--- config.mk ---
export PLATFORM = sky130hd
export DESIGN_NAME = csc_sg_seq
export DESIGN_NICKNAME = d
export VERILOG_FILES = /design/src/rtl/csc_pkg.sv /design/src/rtl/csc_sg_credit.sv /design/src/rtl/csc_sg_seq.sv
export SDC_FILE = /design/constraint.sdc
export NUM_CORES = 1
export LEC_CHECK = 0
export BUFFER_PORTS_ARGS = -buffer_cell sky130_fd_sc_hd__buf_4
export CAP_MARGIN = 20
export CORE_MARGIN = 2
export CORE_UTILIZATION = 55
export CTS_BUF_LIST = sky130_fd_sc_hd__clkbuf_8
export DETAILED_ROUTE_END_ITERATION = 6
export PLACE_DENSITY = 0.83
export SYNTH_ARGS = -nofsm -noshare
export SYNTH_HDL_FRONTEND = slang
export SYNTH_SLANG_ARGS = --single-unit
--- constraint.sdc ---
create_clock -name clk -period 5.2 [get_ports clk]
set_clock_uncertainty 0.15 [all_clocks]
set_input_delay 0.52 -clock clk [delete_from_list [all_inputs] [get_ports clk]]
set_output_delay 0.52 -clock clk [all_outputs]
set_load 0.01 [all_outputs]
--- src/rtl/csc_pkg.sv ---
// Shared encodings and defaults for the CSC sequence generator and its credit logic.
package csc_pkg;

    localparam int unsigned CSC_CNT_W      = 14;
    localparam int unsigned CSC_CREDIT_W   = 9;
    localparam int unsigned CSC_CREDIT_MAX = 256;

    typedef enum logic [1:0] {
        CSC_IDLE = 2'd0,
        CSC_PEND = 2'd1,
        CSC_BUSY = 2'd2,
        CSC_DONE = 2'd3
    } csc_state_e;

    typedef enum logic [2:0] {
        S_IDLE,
        S_PEND,
        S_WT,
        S_DL,
        S_DRAIN,
        S_DONE
    } sg_state_e;

endpackage

--- src/rtl/csc_sg_credit.sv ---
// CACC credit counter: return/consume applied together, saturating at CREDIT_MAX with sticky error.
module csc_sg_credit
    import csc_pkg::*;
#(
    parameter int unsigned CREDIT_W   = CSC_CREDIT_W,
    parameter int unsigned CREDIT_MAX = CSC_CREDIT_MAX
) (
    input  logic                clk,
    input  logic                rst,
    input  logic                ret_vld,
    input  logic [2:0]          ret_size,
    input  logic                consume,
    output logic [CREDIT_W-1:0] credit,
    output logic                credit_err
);

    localparam logic [CREDIT_W:0] MAX_EXT = (CREDIT_W+1)'(CREDIT_MAX);

    logic [CREDIT_W:0] sum;

    // One extra bit so an over-return is caught rather than wrapping.
    always_comb begin
        sum = {1'b0, credit}
            + (ret_vld ? (CREDIT_W+1)'(ret_size) : '0)
            - (CREDIT_W+1)'(consume);
    end

    always_ff @(posedge clk) begin
        if (rst) begin
            credit     <= CREDIT_W'(CREDIT_MAX);
            credit_err <= 1'b0;
        end else if (sum > MAX_EXT) begin
            credit     <= CREDIT_W'(CREDIT_MAX);
            credit_err <= 1'b1;
        end else begin
            credit     <= sum[CREDIT_W-1:0];
        end
    end

endmodule

--- src/rtl/csc_sg_seq.sv ---
// CSC sequence generator: per-group weight/data atom issue, credit-throttled data, and
// the pending_clr / fifo_clr / done handshakes around a layer.
module csc_sg_seq
    import csc_pkg::*;
#(
    parameter int unsigned CNT_W      = CSC_CNT_W,
    parameter int unsigned CREDIT_W   = CSC_CREDIT_W,
    parameter int unsigned CREDIT_MAX = CSC_CREDIT_MAX
) (
    input  logic             clk,
    input  logic             rst,
    input  logic [1:0]       csc_state,
    input  logic [CNT_W-1:0] cfg_groups,
    input  logic [CNT_W-1:0] cfg_wt_atoms,
    input  logic [CNT_W-1:0] cfg_dl_atoms,
    input  logic             cbuf_pend_ack,
    input  logic             wt_rdy,
    input  logic             dl_rdy,
    input  logic             credit_vld,
    input  logic [2:0]       credit_size,
    input  logic             cacc_done,
    output logic             pending_clr,
    output logic             sg2wt_vld,
    output logic             sg2dl_vld,
    output logic             fifo_clr,
    output logic             done,
    output logic             credit_err,
    output logic             busy
);

    sg_state_e state, state_nxt;

    logic [CNT_W-1:0]    wt_cnt, dl_cnt, grp_cnt;
    logic [CNT_W-1:0]    cfg_groups_q, cfg_wt_q, cfg_dl_q;
    logic [CNT_W-1:0]    wt_cnt_inc, dl_cnt_inc;
    logic [CREDIT_W-1:0] credit;
    logic                ack_seen, cacc_done_seen;
    logic                wt_xfer, dl_xfer;
    logic                latch_cfg, grp_adv;
    logic                pend_set, fifo_set, done_set;
    logic                csc_busy;

    csc_sg_credit #(
        .CREDIT_W   (CREDIT_W),
        .CREDIT_MAX (CREDIT_MAX)
    ) u_credit (
        .clk        (clk),
        .rst        (rst),
        .ret_vld    (credit_vld),
        .ret_size   (credit_size),
        .consume    (dl_xfer),
        .credit     (credit),
        .credit_err (credit_err)
    );

    assign csc_busy   = (csc_state == CSC_BUSY);
    assign busy       = (state != S_IDLE);
    assign sg2wt_vld  = (state == S_WT) && (cfg_groups_q != '0) && (wt_cnt < cfg_wt_q);
    assign sg2dl_vld  = (state == S_DL) && (dl_cnt < cfg_dl_q) && (credit != '0);
    assign wt_xfer    = sg2wt_vld && wt_rdy;
    assign dl_xfer    = sg2dl_vld && dl_rdy;
    assign wt_cnt_inc = wt_cnt + CNT_W'(wt_xfer);
    assign dl_cnt_inc = dl_cnt + CNT_W'(dl_xfer);

    always_comb begin
        state_nxt = state;
        latch_cfg = 1'b0;
        grp_adv   = 1'b0;
        pend_set  = 1'b0;
        fifo_set  = 1'b0;
        done_set  = 1'b0;
        case (state)
            S_IDLE: begin
                if (csc_state == CSC_PEND) begin
                    state_nxt = S_PEND;
                end else if (csc_busy) begin
                    latch_cfg = 1'b1;
                    state_nxt = S_WT;
                end
            end
            S_PEND: begin
                pend_set = cbuf_pend_ack && !ack_seen;
                if (csc_busy && (ack_seen || cbuf_pend_ack)) begin
                    latch_cfg = 1'b1;
                    state_nxt = S_WT;
                end
            end
            S_WT: begin
                if (!csc_busy || (cfg_groups_q == '0)) begin
                    state_nxt = S_DRAIN;
                end else if (wt_cnt_inc >= cfg_wt_q) begin
                    state_nxt = S_DL;
                end
            end
            S_DL: begin
                if (!csc_busy) begin
                    state_nxt = S_DRAIN;
                end else if (dl_cnt_inc >= cfg_dl_q) begin
                    if (({1'b0, grp_cnt} + (CNT_W+1)'(1)) < {1'b0, cfg_groups_q}) begin
                        grp_adv   = 1'b1;
                        state_nxt = S_WT;
                    end else begin
                        state_nxt = S_DRAIN;
                    end
                end
            end
            S_DRAIN: begin
                if (credit == CREDIT_W'(CREDIT_MAX)) begin
                    fifo_set  = 1'b1;
                    state_nxt = S_DONE;
                end
            end
            S_DONE: begin
                // fifo_clr is still high on the first S_DONE cycle; hold done off to keep a gap.
                if ((csc_state == CSC_DONE) && (cacc_done || cacc_done_seen) && !fifo_clr) begin
                    done_set  = 1'b1;
                    state_nxt = S_IDLE;
                end
            end
            default: state_nxt = S_IDLE;
        endcase
    end

    always_ff @(posedge clk) begin
        if (rst) begin
            state          <= S_IDLE;
            wt_cnt         <= '0;
            dl_cnt         <= '0;
            grp_cnt        <= '0;
            cfg_groups_q   <= '0;
            cfg_wt_q       <= '0;
            cfg_dl_q       <= '0;
            ack_seen       <= 1'b0;
            cacc_done_seen <= 1'b0;
            pending_clr    <= 1'b0;
            fifo_clr       <= 1'b0;
            done           <= 1'b0;
        end else begin
            state       <= state_nxt;
            pending_clr <= pend_set;
            fifo_clr    <= fifo_set;
            done        <= done_set;
            if (latch_cfg) begin
                cfg_groups_q <= cfg_groups;
                cfg_wt_q     <= cfg_wt_atoms;
                cfg_dl_q     <= cfg_dl_atoms;
                grp_cnt      <= '0;
                wt_cnt       <= '0;
                dl_cnt       <= '0;
            end else if (grp_adv) begin
                grp_cnt <= grp_cnt + CNT_W'(1);
                wt_cnt  <= '0;
                dl_cnt  <= '0;
            end else begin
                wt_cnt <= wt_cnt_inc;
                dl_cnt <= dl_cnt_inc;
            end
            ack_seen       <= (state == S_PEND) && (state_nxt == S_PEND) && (ack_seen || cbuf_pend_ack);
            cacc_done_seen <= (state != S_IDLE) && !done_set && (cacc_done_seen || cacc_done);
        end
    end

endmodule
* Yosys cells after proc, flatten, opt, wreduce, memory -nomap -nowiden
Index checks and enable logic that the tools add are counted.
W data, S select, Z words.
** Word-level totals
- Register bits after elaboration :: 102
- Bits of input ports :: 54
- Output and inout port bits :: 7
** Cells by class
- Add/sub/neg operators :: 6
- Order comparisons :: 6
- Equal/unequal tests :: 10
- Mux-type cells :: 23
- Bitwise logic cells :: 2
- Reduce and logical (&&, ||, !) cells :: 31
** Operators by type and width (number)
- $mux W3 :: 11
- $add A14 B1 Y14 :: 2
- $ge A14 B14 Y1 :: 2
- $lt A14 B14 Y1 :: 2
- $pmux W3 S6 :: 1
- $add A14 B1 Y15 const B :: 1
- $lt A15 B14 Y1 :: 1
- $add A14 B1 Y14 const B :: 1
- $logic_and A1 B1 Y1 :: 14
- $logic_not A14 Y1 :: 1
- $reduce_bool A14 Y1 :: 1
- $add A9 B10 Y10 :: 1
- $gt A10 B9 Y1 const B :: 1
- $mux W1 :: 10
- $sub A10 B1 Y10 :: 1
- $eq A9 B9 Y1 const B :: 1
- $reduce_bool A9 Y1 :: 1
- $reduce_or A2 Y1 :: 4
- $eq A3 B1 Y1 const B :: 2
- $eq A3 B2 Y1 const B :: 2
- $eq A3 B3 Y1 const B :: 2
- $eq A2 B2 Y1 const B :: 2
- $logic_not A1 Y1 :: 4
- $logic_not A3 Y1 :: 1
- other kinds (6) :: 9

* Depth between registers and ports, before layout
- Word-level depth :: 12
- Gate-level depth with buffers :: 20

* Cells and area by module
Synthesis repeated with hierarchy kept, for this count alone.
** Second synthesis, totals
- Cell total of the unflattened synthesis :: 791
- Area total of the unflattened synthesis :: 6586.3 um2
** Modules (own cells, without submodules)
- csc_sg_seq :: times used 1, cells an instance 688, area an instance 5677.9 um2, sequential area each 1841.8 um2
- csc_sg_credit :: times used 1, cells an instance 103, area an instance 908.4 um2, sequential area each 200.2 um2

* Least setup slack after synthesis
No wires, ideal clock.
- Path kind :: flip-flop to flip-flop
- Start point :: register cfg_dl_q[5]
- End point :: register grp_cnt[1]
- Arrival :: 4.223 ns
- Required time :: 4.980 ns
- Slack :: 0.756 ns
- Stages on the path, launching flop included :: 21
- Buffers on the path :: 2
- Period minus slack after synthesis :: 4.444 ns
- Cells stage by stage :: dfxtp_1 > inv_1 > ha_1 > a21o_1 > a21oi_1 > o211ai_1 > a221o_1 > a211oi_1 > ha_1 > ha_1 > nand4_1 > xnor2_1 > ha_1 > a21o_1 > a21oi_1 > nor2_1 > a2111oi_2 > clkbuf_1 > buf_2 > o21ai_1 > a21oi_1
** On the way
- Cells in the longest elaborated chain, start to end :: 9
** Ends and longest elaborated chain
- start: declaration :: line csc_sg_seq.sv:34 : logic [CNT_W-1:0] cfg_groups_q, cfg_wt_q, cfg_dl_q;
- start signal: assignment :: line csc_sg_seq.sv:146 : cfg_dl_q <= cfg_dl_atoms;
- $lt A14 B14 Y1 :: line csc_sg_seq.sv:59 : assign sg2dl_vld = (state == S_DL) && (dl_cnt < cfg_dl_q) && (credit != '0);
- $logic_and A1 B1 Y1 (2 in a row) :: line csc_sg_seq.sv:59
- $logic_and A1 B1 Y1 :: line csc_sg_seq.sv:61 : assign dl_xfer = sg2dl_vld && dl_rdy;
- $add A14 B1 Y14 :: line csc_sg_seq.sv:63 : assign dl_cnt_inc = dl_cnt + CNT_W'(dl_xfer);
- named net dl_cnt_inc[8] :: line csc_sg_seq.sv:35 : logic [CNT_W-1:0] wt_cnt_inc, dl_cnt_inc;
- $ge A14 B14 Y1 :: line csc_sg_seq.sv:98 : end else if (dl_cnt_inc >= cfg_dl_q) begin
- $mux W1 :: line csc_sg_seq.sv:98
- $mux W1 :: line csc_sg_seq.sv:96 : if (!csc_busy) begin
- $mux W1 :: line csc_sg_seq.sv:72 : case (state)
- end signal: assignment :: line csc_sg_seq.sv:151 : grp_cnt <= grp_cnt + CNT_W'(1);
- end: declaration :: line csc_sg_seq.sv:33 : logic [CNT_W-1:0] wt_cnt, dl_cnt, grp_cnt;
The timed path passes the listed nets, and every way through them passes these cells.
A chain may end at the register's enable or synchronous reset.

* Final worst setup path
- Start point :: register dl_cnt[1]
- End point :: register ack_seen
** On the way
- Cells in the longest elaborated chain, start to end :: 12
** Ends and longest elaborated chain
- start: declaration :: line csc_sg_seq.sv:33
- start signal: assignment :: line csc_sg_seq.sv:156 : dl_cnt <= dl_cnt_inc;
- $lt A14 B14 Y1 :: line csc_sg_seq.sv:59
- $logic_and A1 B1 Y1 (2 in a row) :: line csc_sg_seq.sv:59
- $logic_and A1 B1 Y1 :: line csc_sg_seq.sv:61
- $add A14 B1 Y14 * :: line csc_sg_seq.sv:63
- named net dl_cnt_inc[8] :: line csc_sg_seq.sv:35
- $ge A14 B14 Y1 * :: line csc_sg_seq.sv:98
- $mux W3 * :: line csc_sg_seq.sv:98
- $mux W3 * :: line csc_sg_seq.sv:96
- $pmux W3 S6 * :: line csc_sg_seq.sv:72
- $eq A3 B1 Y1 * :: line csc_sg_seq.sv:158 : ack_seen <= (state == S_PEND) && (state_nxt == S_PEND) && (ack_seen || cbuf_pend_ack);
- $logic_and A1 B1 Y1 * (2 in a row) :: line csc_sg_seq.sv:158
- end signal: assignment :: line csc_sg_seq.sv:158
- end: declaration :: line csc_sg_seq.sv:37 : logic ack_seen, cacc_done_seen;
The timed path passes the listed nets; every way through them passes the cells marked *.

==> flow_metrics.env <==
export IMPL_grt_pass1_vias=5526
export IMPL_internal_power_uw=1420
export IMPL_yosysTopAreaCellShare_pct=31.8
export IMPL_ys_flop_type="dfxtp_1"
export IMPL_yosysWarnings=0
export IMPL_setup_violations=0
export IMPL_syn_area_um2=6430
export IMPL_hpwl_um=10400
export IMPL_coreArea_um2=11400
export IMPL_critPathTopFamily="compound AO/OA/AOI/OAI gates"
export IMPL_cellPowerDensity_nw_per_um2=293
export IMPL_period_share_pct=90.2
export IMPL_die_width_um=112
export IMPL_min_period_ns=4.69
export IMPL_p_clk_share_pct=26.4
export IMPL_slew_viol_final=0
export IMPL_path_cells="ha_1 -> a21o_1 -> a21oi_1 -> o211ai_1 -> a221o_1 -> a211oi_2 -> ha_1 -> ha_1 -> nand4_1 -> xnor2_1 -> ha_1 -> a21o_1 -> a21oi_1 -> nor2_1 -> a2111oi_4 -> buf_6 -> a221o_1 -> nor3b_1"
export IMPL_place_gp_congestion=0.904
export IMPL_ctsHtreeMaxLevel=3
export IMPL_clk_pin_slew_worst_paths_ns=0.10
export IMPL_seqPwrFrac_pct=40.6
export IMPL_yosysSeqAreaShare_pct=31.8
export IMPL_final_nets=986
export IMPL_holdWs_ns=0.236
export IMPL_leakagePower_uw=0.00300
export IMPL_drtIter0Drc=381
export IMPL_critPathKind="reg2reg"
export IMPL_synth_async_reset_ratio_pct=0
export IMPL_synth_edff_count=0
export IMPL_fmax_mhz=213
export IMPL_synthMostInstantiatedCell="nand2_1"
export IMPL_synthDistinctLibCells=56
export IMPL_numPortBuffers=60
export IMPL_fin_area_um2=7260
export IMPL_firstDrtPassIters=4
export IMPL_floorplan_initialDensity_pct=56.3
export IMPL_yosysTopAreaCell="dfxtp_1"
export IMPL_cp_required_ns=5.34
export IMPL_layout_drive_gt1_share_pct=10.5
export IMPL_grt_max_degree=54
export IMPL_clkSinkCount=102
export IMPL_routed_wl_um=14000
export IMPL_antenna_cells=0
export IMPL_relSlewSlack_pct=42.4
export IMPL_maxCapViolations=0
export IMPL_rrSetupSlack_ns=0.51
export IMPL_wl_per_cell_um=14.1
export IMPL_tns_ns=0
export IMPL_syn_instance_count=793
export IMPL_rows=39
export IMPL_synth_seq_cells=102
export IMPL_area_growth_pct=12.9
export IMPL_status="completed"
export IMPL_grt_pass1_wl_um=24400
export IMPL_worstSkewPairLatency_ns=0.37
export IMPL_die_height_um=112
export IMPL_p_sw_uw=702
export IMPL_root_buffer="clkbuf_8"
export IMPL_startpoint_type="register"
export IMPL_netlist_top_cells_count="118 x nand2_1, 102 x dfxtp_1, 86 x ha_1"
export IMPL_ant_nets=0
export IMPL_tightest_slew_ns=0.864
export IMPL_antenna_found_initial=0
export IMPL_fillCellCount=1027
export IMPL_rsz0062_at_grt="false"
export IMPL_syn_area_per_cell_um2=8.11
export IMPL_placed_cell_area_um2=7020
export IMPL_p_comb_share_pct=33.1
export IMPL_cts_buffer_depth=2
export IMPL_final_core_util_pct=63.5
export IMPL_hold_buffers=0
export IMPL_path_common_cell="ha_1"
export IMPL_drt_drc_violations_left=0
export IMPL_crit_arrival_ns=4.83
export IMPL_grt_overflow_total=0
export IMPL_slowest_stage="a2111oi_4"
export IMPL_vias=5594
export IMPL_register_area_um2=2040
export IMPL_place_inst=977
export IMPL_critPathCaptureType="register"
export IMPL_multiInputGateArea_um2=4070
export IMPL_syn_nets=934
export IMPL_crit_fanout=23
export IMPL_grtUsageTotal_pct=23.2
export IMPL_dieArea_um2=12600
export IMPL_p_sw_share_pct=33.0
export IMPL_final_cell_count_no_fill=992
export IMPL_cts_tree="done"
export IMPL_viasPerCell=5.64
export IMPL_cpPeakStageDelay_ns=0.43
export IMPL_cts_made_buffers=9
export IMPL_cp_num_buf_inv=1
export IMPL_peakVddDrop_v=0.000224
export IMPL_finalHoldViolations=0
export IMPL_hp_class="in2reg"
export IMPL_synthTopCellsByArea="dfxtp_1 32%, ha_1 17%, nand2_1 6.9%, a21oi_1 6.5%, inv_1 4.1%"
export IMPL_postCtsSetupBuffers=0
export IMPL_ios=61
==> kinds of logic after synthesis <==
| family | Yosys count | share of synthesized area, % |
|---|---|---|
| AO/OA/AOI/OAI | 168 | 16.7 |
| XOR/XNOR | 41 | 5.59 |
| adder cells (fa/ha/maj) | 87 | 17.0 |
| buffers and inverters | 93 | 5.55 |
| flip-flops | 102 | 31.8 |
| multiplexers | 3 | 0.467 |
| AND/OR/NAND/NOR | 299 | 22.9 |
==> placed cells by master, fill, tap and decap left out, drive strengths merged, types with 2 or more instances in the layout <==
master | synthesis | layout
or4 | 11 | 11
a211oi | 5 | 5
xnor2 | 28 | 28
or2 | 4 | 4
nor3b | 4 | 4
o21a | 4 | 4
a21o | 15 | 15
clkinv | 0 | 2
o21ai | 18 | 18
a21boi | 2 | 2
dfxtp | 102 | 102
nand4b | 2 | 2
ha | 86 | 86
and3 | 7 | 7
nor2 | 39 | 39
a2111oi | 3 | 3
clkbuf | 17 | 11
nand3 | 24 | 24
inv | 70 | 70
nand2 | 118 | 118
mux2i | 3 | 3
o211ai | 4 | 4
a31oi | 5 | 5
o2111ai | 2 | 2
a2111o | 2 | 2
or3 | 5 | 5
nor2b | 31 | 31
nand4 | 18 | 18
xor2 | 13 | 13
nand2b | 9 | 9
bufinv | 0 | 2
a221o | 4 | 4
a21oi | 83 | 83
nor3 | 9 | 9
buf | 6 | 64
o31ai | 10 | 10
nor4 | 9 | 9
and2 | 7 | 7
o21bai | 2 | 2
==> tightest hold or removal path, cell delays in order <==
cell and delay (ns):
buf_4 0.11, nand2_1 0.04, a21oi_1 0.05
==> repair_timing <==
action	CTS	global route
hold endpoints to repair	0	0
setup endpoints to repair	0	16
resized for setup	0	3
==> sequential cells by signal, indices dropped and copies added, names as in the netlist <==
name / flops
done: 1
ack_seen: 1
cfg_wt_q: 14
fifo_clr: 1
cfg_dl_q: 14
wt_cnt: 14
grp_cnt: 14
state: 3
cacc_done_seen: 1
pending_clr: 1
u_credit.credit: 9
u_credit.credit_err: 1
cfg_groups_q: 14
dl_cnt: 14
==> power groups by stage <==
stage / clock (uW) / combinational (uW) / sequential [uW]
after floorplan: 0 / 524 / 870
after global placement: 0 / 682 / 879
after detailed placement: 0 / 693 / 881
after CTS: 570 / 697 / 862
after global routing: 599 / 792 / 868
final: 561 / 703 / 862
==> cell type report <==
cell class,instances,area share [%]
tap,143,2.47
clock inverter,4,0.966
clock buffer,11,2.09
sequential,102,28.1
multi-input combinational,598,56.0
timing repair buffer,64,6.67
inverter,70,3.62
==> per-layer routing <==
metal | global-route usage [%] | share of wire, % | vias up | wire length, um
li1 | - | - | 2862 | -
met1 | 29.8 | 46 | 2616 | 6470
met2 | 39.4 | 48 | 94 | 6750
met3 | 4.37 | 4.0 | 22 | 564
met4 | 7.97 | 1.5 | 0 | 210
met5 | 0 | 0 | - | 0
==> metrics by stage <==
| stage | worst slack [ns] | power, uW |
|---|---|---|
| global placement | 0.551 | 1560 |
| global route | 0.0798 | 2260 |
| floorplan | 0.756 | 1390 |
| CTS | 0.299 | 2130 |
| finish | 0.510 | 2130 |
| detailed placement | 0.359 | 1570 |
==> final timing paths <==
| kind | endpoint | from | cells past startpoint |
|---|---|---|---|
| min | cfg_dl_q[7]$_SDFFE_PP0P_ | cfg_dl_atoms[7] | 3 |
| max reg2reg | ack_seen$_SDFF_PP0_ | dl_cnt[1]$_SDFF_PP0_ | 18 |
| max | ack_seen$_SDFF_PP0_ | dl_cnt[1]$_SDFF_PP0_ | 18 |
| min reg2reg | cfg_wt_q[5]$_SDFFE_PP0P_ | cfg_wt_q[5]$_SDFFE_PP0P_ | 2 |
Power figures use the tool's default switching activity.
